==> config.mk <==
export PLATFORM = sky130hd
export DESIGN_NAME = data_out_8_to_64
export DESIGN_NICKNAME = d
export VERILOG_FILES = /design/src/rtl/data_out_8_to_64_pkg.sv /design/src/rtl/data_out_8_to_64_interbyte_watchdog.sv /design/src/rtl/data_out_8_to_64.sv
export SDC_FILE = /design/constraint.sdc
export NUM_CORES = 1
export LEC_CHECK = 0
export ABC_AREA = 1
export ABC_CLOCK_PERIOD_IN_PS = 2000
export CORE_AREA = 2 2 118 120
export CTS_BUF_LIST = sky130_fd_sc_hd__clkbuf_8
export DETAILED_ROUTE_END_ITERATION = 10
export DIE_AREA = 0 0 120 122
export PLACE_DENSITY = 0.66
export SYNTH_ARGS = -nofsm -noshare
export SYNTH_HDL_FRONTEND = slang
export SYNTH_HIERARCHICAL = 1
export SYNTH_SLANG_ARGS = --single-unit
==> constraint.sdc <==
create_clock -name clk -period 2 [get_ports clk]
set_clock_uncertainty 0.05 [all_clocks]
set_input_delay 0.4 -clock clk [delete_from_list [all_inputs] [get_ports clk]]
set_output_delay 0.4 -clock clk [all_outputs]
set_load 0.03 [all_outputs]
==> src/rtl/data_out_8_to_64_pkg.sv <==
// Shared constants and types for the 64<->8 byte serialiser pair.
package data_out_8_to_64_pkg;

  localparam int BYTES_PER_WORD = 8;
  localparam int WORD_W         = 64;
  localparam int BYTE_W         = 8;
  localparam int CLK_HZ         = 50_000_000;
  localparam int BAUD           = 115200;

  // IDLE: no bytes held; COLLECT: 1..7 bytes of a word held.
  typedef enum logic {
    IDLE    = 1'b0,
    COLLECT = 1'b1
  } state_t;

  // Append a byte at the low end; earlier bytes move toward the MSB.
  function automatic logic [WORD_W-1:0] shift_in(input logic [WORD_W-1:0] word,
                                                  input logic [BYTE_W-1:0] b);
    return {word[WORD_W-BYTE_W-1:0], b};
  endfunction

endpackage

==> src/rtl/data_out_8_to_64_interbyte_watchdog.sv <==
// Inter-byte watchdog: counts idle cycles while enabled and flags the cycle
// in which the gap since the last clear reaches TIMEOUT_CYCLES-1 cycles.
module data_out_8_to_64_interbyte_watchdog #(
  parameter int TIMEOUT_CYCLES = 20000,
  parameter int CNT_W          = $clog2(TIMEOUT_CYCLES + 1)
) (
  input  logic clk,
  input  logic rst_n,
  input  logic clear,
  input  logic enable,
  output logic expire
);

  // Counter saturates at the last value; expiry is flagged one cycle before
  // it would be reached, so a byte in that cycle still wins.
  localparam logic [CNT_W-1:0] CNT_LAST = CNT_W'(TIMEOUT_CYCLES - 1);
  localparam logic [CNT_W-1:0] CNT_EXP  = CNT_W'(TIMEOUT_CYCLES - 2);

  logic [CNT_W-1:0] cnt;

  // Idle-cycle counter: cleared on any byte or while no word is pending.
  always_ff @(posedge clk or negedge rst_n) begin
    if (!rst_n) begin
      cnt <= '0;
    end else if (clear) begin
      cnt <= '0;
    end else if (enable && (cnt != CNT_LAST)) begin
      cnt <= cnt + 1'b1;
    end
  end

  assign expire = enable && !clear && (cnt >= CNT_EXP);

endmodule

==> src/rtl/data_out_8_to_64.sv <==
// Byte-to-word assembler: packs 8 consecutive received bytes (first = MSB)
// into a 64-bit word, dropping partial words after an inter-byte timeout.
// Handshake: byte_valid is a one-cycle strobe with no ready (no backpressure);
// data_64_valid is a one-cycle pulse and data_64 holds until the next word.
module data_out_8_to_64
  import data_out_8_to_64_pkg::*;
#(
  parameter int TIMEOUT_CYCLES = 20000,
  parameter int CNT_W          = $clog2(TIMEOUT_CYCLES + 1)
) (
  input  logic              clk,
  input  logic              rst_n,
  input  logic [BYTE_W-1:0] data_8,
  input  logic              byte_valid,
  output logic [WORD_W-1:0] data_64,
  output logic              data_64_valid,
  output logic              busy,
  output logic              timeout_err
);

  state_t            state, state_next;
  logic [2:0]        byte_cnt, byte_cnt_next;
  logic [WORD_W-1:0] shreg, shreg_next;
  logic              load_word;
  logic              wd_clear, wd_enable, wd_expire;

  // Watchdog only runs while a partial word is held and no byte arrives.
  assign wd_clear  = (state == IDLE) || byte_valid;
  assign wd_enable = (state == COLLECT) && !byte_valid;

  data_out_8_to_64_interbyte_watchdog #(
    .TIMEOUT_CYCLES(TIMEOUT_CYCLES),
    .CNT_W         (CNT_W)
  ) u_watchdog (
    .clk   (clk),
    .rst_n (rst_n),
    .clear (wd_clear),
    .enable(wd_enable),
    .expire(wd_expire)
  );

  // Next-state, byte count and shift register; a byte beats a same-cycle expiry.
  always_comb begin
    state_next    = state;
    byte_cnt_next = byte_cnt;
    shreg_next    = shreg;
    load_word     = 1'b0;
    case (state)
      IDLE: begin
        if (byte_valid) begin
          shreg_next    = shift_in(shreg, data_8);
          byte_cnt_next = 3'd1;
          state_next    = COLLECT;
        end
      end
      COLLECT: begin
        if (byte_valid) begin
          if (byte_cnt == 3'd7) begin
            load_word     = 1'b1;
            shreg_next    = '0;
            byte_cnt_next = 3'd0;
            state_next    = IDLE;
          end else begin
            shreg_next    = shift_in(shreg, data_8);
            byte_cnt_next = byte_cnt + 3'd1;
          end
        end else if (wd_expire) begin
          shreg_next    = '0;
          byte_cnt_next = 3'd0;
          state_next    = IDLE;
        end
      end
      default: begin
        state_next    = IDLE;
        shreg_next    = '0;
        byte_cnt_next = 3'd0;
      end
    endcase
  end

  // State, count and partial-word registers.
  always_ff @(posedge clk or negedge rst_n) begin
    if (!rst_n) begin
      state    <= IDLE;
      byte_cnt <= 3'd0;
      shreg    <= '0;
    end else begin
      state    <= state_next;
      byte_cnt <= byte_cnt_next;
      shreg    <= shreg_next;
    end
  end

  // Registered outputs: completed word, its valid pulse and the timeout pulse.
  always_ff @(posedge clk or negedge rst_n) begin
    if (!rst_n) begin
      data_64       <= '0;
      data_64_valid <= 1'b0;
      timeout_err   <= 1'b0;
    end else begin
      data_64_valid <= load_word;
      timeout_err   <= wd_expire;
      if (load_word) begin
        data_64 <= shift_in(shreg, data_8);
      end
    end
  end

  assign busy = (state == COLLECT);

endmodule

=== Word-level counts from Yosys, hierarchy flattened ===
Cells that the tools add are included.

* Add/sub/neg operators: 2
* $mul: 0
* Div/mod/pow operators: 0
* $lt $le $gt $ge: 1
* Equal/unequal tests: 4
* Shift-type cells: 0
* Mux-type cells: 20
* Bitwise logic cells: 1
* Reduce and logical (&&, ||, !) cells: 9

{| class="wikitable"
|+ Operators by type and width
! cell !! count
|-
| $mux W56 || 4
|-
| $pmux W56 S2 || 1
|-
| $mux W15 || 2
|-
| $add A15 B1 Y15 const B || 1
|-
| $ge A15 B15 Y1 const B || 1
|-
| $ne A15 B15 Y1 const B || 1
|-
| $mux W3 || 4
|-
| $mux W1 || 7
|-
| $pmux W3 S2 || 1
|-
| $logic_and A1 B1 Y1 || 4
|-
| $add A3 B1 Y3 const B || 1
|-
| $eq A3 B3 Y1 const B || 1
|-
| $ne A3 B2 Y1 const B || 1
|-
| $logic_not A1 Y1 || 2
|-
| $ne A2 B2 Y1 const B || 1
|-
| $pmux W1 S2 || 1
|-
| $reduce_and A2 Y1 || 1
|-
| $reduce_bool A2 Y1 || 1
|-
| $logic_or A1 B1 Y1 || 1
|-
| $not A1 Y1 || 1
|}

* Register bits: 141
* Latch bits: 0
* RAM bits: 0
* ROM bits: 0
* Output and inout bits: 67
* Logic and storage cells: 44
* Memories kept: 0

=== Longest topological paths before layout ===
* Depth after elaboration: 8
* Gate-level depth with buffers: 14
* Mapped depth without buffers: 13

=== Hierarchy ===
The synthesis kept the hierarchy.

{| class="wikitable"
|+ Modules (own cells, without submodules)
! module !! times used !! cells an instance !! area an instance (sq um) !! seq. area each (sq um)
|-
| data_out_8_to_64 || 1 || 502 || 4,794.6 || 3,153.0
|-
| data_out_8_to_64_interbyte_watchdog || 1 || 168 || 1,084.8 || 375.4
|}

=== Least setup slack after synthesis ===
Ideal clock, no wire load.

* Path type: reg-to-reg
* From: reg state, in the netlist busy
* To: reg byte_cnt[1]
* Setup time: 0.118 ns
* Arrival: 1.723 ns
* Data required time: 1.832 ns
* Setup slack: 0.109 ns
* Cell stages (with the launch flop): 13
* Path buffers: 1
* Cells stage by stage: dfrtp_1 nand2_1 inv_1 inv_1 nor2_1 nand2_1 inv_1 nand2_1 nand2_2 inv_2 buf_4 nand2_1 nand2_1

* Word-level cells in the longest chain between the ends: 7
* Elaborated cells between the ends (all ways): 10

{| class="wikitable"
|+ RTL lines
! element !! RTL line !! source
|-
| start: declaration || data_out_8_to_64.sv:21 || <nowiki>state_t state, state_next;</nowiki>
|-
| start signal: assignment || data_out_8_to_64.sv:88 || <nowiki>state <= state_next;</nowiki>
|-
| $not A1 Y1 || -- ||
|-
| $logic_or A1 B1 Y1 || data_out_8_to_64.sv:28 || <nowiki>assign wd_clear = (state == IDLE) || byte_valid;</nowiki>
|-
| net wd_clear || data_out_8_to_64.sv:25 || <nowiki>logic wd_clear, wd_enable, wd_expire;</nowiki>
|-
| $logic_not A1 Y1 || data_out_8_to_64_interbyte_watchdog.sv:32 || <nowiki>assign expire = enable && !clear && (cnt >= CNT_EXP);</nowiki>
|-
| $logic_and A1 B1 Y1 (2 in a row) || data_out_8_to_64_interbyte_watchdog.sv:32 ||
|-
| net wd_expire || data_out_8_to_64.sv:25 ||
|-
| $ne A3 B2 Y1 (no line) || -- ||
|-
| $reduce_and A2 Y1 (no line) || -- ||
|-
| end signal: assignment || data_out_8_to_64.sv:89 || <nowiki>byte_cnt <= byte_cnt_next;</nowiki>
|-
| end: declaration || data_out_8_to_64.sv:22 || <nowiki>logic [2:0] byte_cnt, byte_cnt_next;</nowiki>
|}

The timed path passes the listed nets, and every way through them passes these cells.
A chain may end at the register's enable or synchronous reset.

=== Worst setup path in the final report ===
* From: reg data_64[19]
* To: out data_64[19]

{| class="wikitable"
|+ RTL lines
! element !! RTL line !! source
|-
| start: declaration || data_out_8_to_64.sv:15 || <nowiki>output logic [WORD_W-1:0] data_64,</nowiki>
|-
| start signal: assignment || data_out_8_to_64.sv:104 || <nowiki>data_64 <= shift_in(shreg, data_8);</nowiki>
|}

No word-level cell between the ends.

==> results.tsv <==
stage	metric	value	unit
sta	finalWorstPathRequiredPeriod	1.94	ns
clock_tree	setup_bufs_post_cts	0	
setup_path	crit_required	1.55	ns
layout	area_growth_syn_to_layout	25.3	%
setup_path	startpoint_type	register	
clock_tree	clk_latency	0.44	ns
layout	ant_diodes	0	
clock_tree	clkSlewWorstSetupHoldPaths	0.09	ns
sta	grt_setup_unrepaired	no	
logic_synthesis	syn_avg_cell_area	8.78	µm²
setup_path	type_of_destination_of_the_critical_path	primary output	
pwr	power_density	1170	nW/µm²
routing	route.top_layer_used	met4	
sta	finalCritPeriodShare	96.9	%
layout	layout.cells.most_common	nand2_1	
floorplan	die_x	120	µm
setup_path	regToRegStartpoint	u_watchdog/cnt[13]	
clock_tree	cts_root_buf	clkbuf_8	
layout	num-nets-final	778	
routing	vias_per_cell	4.79	
global_routing	antenna_found_initial	0	
routing	firstDrtPassIters	4	
setup_path	timing.setup.critical_path_class	reg -> out	
floorplan	ios	78	
sta	tightestPinTransition	0.639	ns
global_routing	groute.usage.overall	18.8	%
routing	met1Wirelength	6080	µm
clock_tree	cts_max_level	4	
sta	hold_ws	0.421	ns
setup_path	critical_path.cell_chain	clkdlybuf4s50_1	
setup_path	cpPeakStageDelay	0.69	ns
logic_synthesis	unique_cell_type_count_in_the_yosys_netlist	24	
layout	final_cell_mix	nand2_1, dfrtp_1, clkdlybuf4s50_1	
global_routing	via_count_of_the_first_global_routing_pass	4559	
sta	slew-limit-headroom	57.4	%
placed_design	dp.cells	923	
logic_synthesis	synth_nets	685	
sta	setup-violations-final	0	
layout	finish.cell_count_without_fillers	956	
setup_path	endpoint	data_64[19]	
routing	drc_violation_total_after_the_first_tritonroute_iteration	266	
routing	final_antenna_net_count	0	
setup_path	timing.critical_path.slowest_stage_cell	clkdlybuf4s50_1	
setup_path	crit-reg2reg-capture	shreg[52]	
routing	totalWireLength	12700	µm
logic_synthesis	synth_largest_area_cell	dfrtp_1	
pwr	vdd_ir_max	0.792	mV
sta	setup_slack	0.0618	ns
placed_design	numPortBuffers	77	
sta	timing.final.max_slew_violations	0	
placed_design	post-dp-hpwl	8550	µm
clock_tree	tritoncts_clock_tree	done	
clock_tree	max-clock-path-buffers	2	
setup_path	cpLargestDelayFamily	buffers and inverters	
routing	avgRoutedWirePerCell	13.3	µm
placed_design	dp_worst_setup_slack	-0.0655	ns
routing	num_vias	4583	
logic_synthesis	synth_cells	670	
floorplan	placementRows	43	
setup_path	r2r.worst_path.cells	13	
setup_path	worstSetupPathDepth	1	
sta	max_freq	0.516	GHz
global_routing	maximum_number_of_pins_on_one_net_before_global_route_repair	64	
job	maxCapViolCount	0	
floorplan	initial_core_util	43.5	%
layout	fraction_of_layout_cells_with_a_size_suffix_above_1	8.63	%
clock_tree	cts_made_buffers	17	
logic_synthesis	synth_warnings	6	
logic_synthesis	synth.yosys.seq_area_share	60.0	%
pwr	leakagePower	3.96	nW
routing	wl_met2	5790	µm
setup_path	cp.arrival	1.49	ns
outcome	run_status	complete, no violations	
setup_path	path_max_fanout	2	
logic_synthesis	synth_area	5880	µm²
logic_synthesis	ys_ff_latch	141	
clock_tree	clock_sink_count	141	
global_routing	grt_remaining_overflow	0	
routing	met3WireLength	730	µm
hold_path	hold_path_class	reg -> reg	
sta	timing.final.hold_violations	0	
placed_design	finalWeightedCongestion	0.820	
setup_path	cp_num_buf_inv	1	
routing	remaining_design_rule_violation_count	0	
floorplan	dieHeight	122	µm
sta	timing.setup.tns	0	ns
layout	final_util	54.5	%
logic_synthesis	post_synth_main_area_contributors	dfrtp_1, nand2_1, o21ai_0, inv_1, buf_6	
floorplan	area_of_the_die	14600	µm²
logic_synthesis	synth_top_area_share	60.0	%
setup_path	setup.reg_to_reg.worst_slack	0.15	ns
global_routing	global_route_wire_length_before_repair	22000	µm
setup_path	critical_path.startpoint	data_64[19]	
floorplan	coreArea	13500	µm²
==> power breakdown <==
group	switching (mW)	internal (mW)	leakage [nW]
Combinational	1.49	0.997	1.87
Sequential	0.379	3.45	1.88
Clock	1.16	1.16	0.207
Total	3.03	5.61	3.96
==> through the flow <==
stage,power (mW),cell area (µm²)
floorplan,5.23,5880
global placement,6.35,6920
detailed placement,6.40,6920
CTS,8.75,7330
global route,9.13,7360
finish,8.64,7360
==> cells by family after synthesis <==
| kind of cell | Yosys count | synth area share [%] |
|---|---|---|
| flip-flops | 141 | 60.0 |
| adder cells (fa/ha/maj) | 4 | 0.851 |
| AND/OR/NAND/NOR | 376 | 25.5 |
| AO/OA/AOI/OAI | 66 | 5.62 |
| buffers and inverters | 78 | 7.28 |
| XOR/XNOR | 5 | 0.745 |
==> cells in the mapped netlist (all sizes together) <==
library cell    n
clkbuf          3
nand3          20
ha              4
inv            48
o21ai          63
or2             1
nand4          14
xor2            5
nor2           22
dfrtp         141
buf            26
clkinv          1
nand3b          1
nand2         315
a21oi           3
nor3            3
==> routing by layer <==
| layer | vias to the layer above | track usage (%) |
|---|---|---|
| li1 | 2275 | - |
| met5 | - | 0 |
| met4 | 0 | 5.51 |
| met3 | 16 | 5.15 |
| met1 | 2168 | 25.9 |
| met2 | 124 | 29.3 |
==> registers in the layout (all words and copies together), names as in the netlist <==
signal	flops
data_64	64
shreg	56
u_watchdog/cnt	15
byte_cnt	3
busy	1
data_64_valid	1
timeout_err	1
==> area by class of cell <==
class | count | area [µm²]
multi-input cells | 451 | 1930
repair buffers | 103 | 1090
inverters | 49 | 185
clock inverters | 14 | 158
fillers | 1247 | 6140
flip-flops and latches | 141 | 3530
clock buffers | 18 | 248
well taps | 180 | 225
==> worst min-delay path by stage <==
stage / from / to / slack, ns / cells past startpoint
after floorplan: rst_n / busy / 0.05 / 0
after global placement: rst_n / data_64[58] / 0.40 / 1
after detailed placement: rst_n / data_64_valid / 0.40 / 1
after CTS: shreg[53] / data_64[61] / 0.43 / 2
after global routing: data_8[2] / data_64[2] / 0.45 / 3
final: shreg[53] / data_64[61] / 0.42 / 2
==> worst reg2reg max path, cell delays in order (launching register included) <==
cell and delay, ns:
dfrtp_1 0.42, inv_1 0.13, nand2_1 0.06, nor3_1 0.19, nand3_1 0.10, nand3_1 0.11
nand2_1 0.06, inv_1 0.07, nand2_1 0.06, nand2_2 0.07, inv_2 0.07, buf_12 0.16
nand2_1 0.06, o21ai_0 0.10
==> timing repair <==
item,4_1_cts,5_1_grt
endpoints found under the hold margin,59,0
hold buffers,1,0
gates resized for setup,2,14
pin swaps,0,0
endpoints found under the setup margin,2,23
Power figures use the tool's default switching activity.
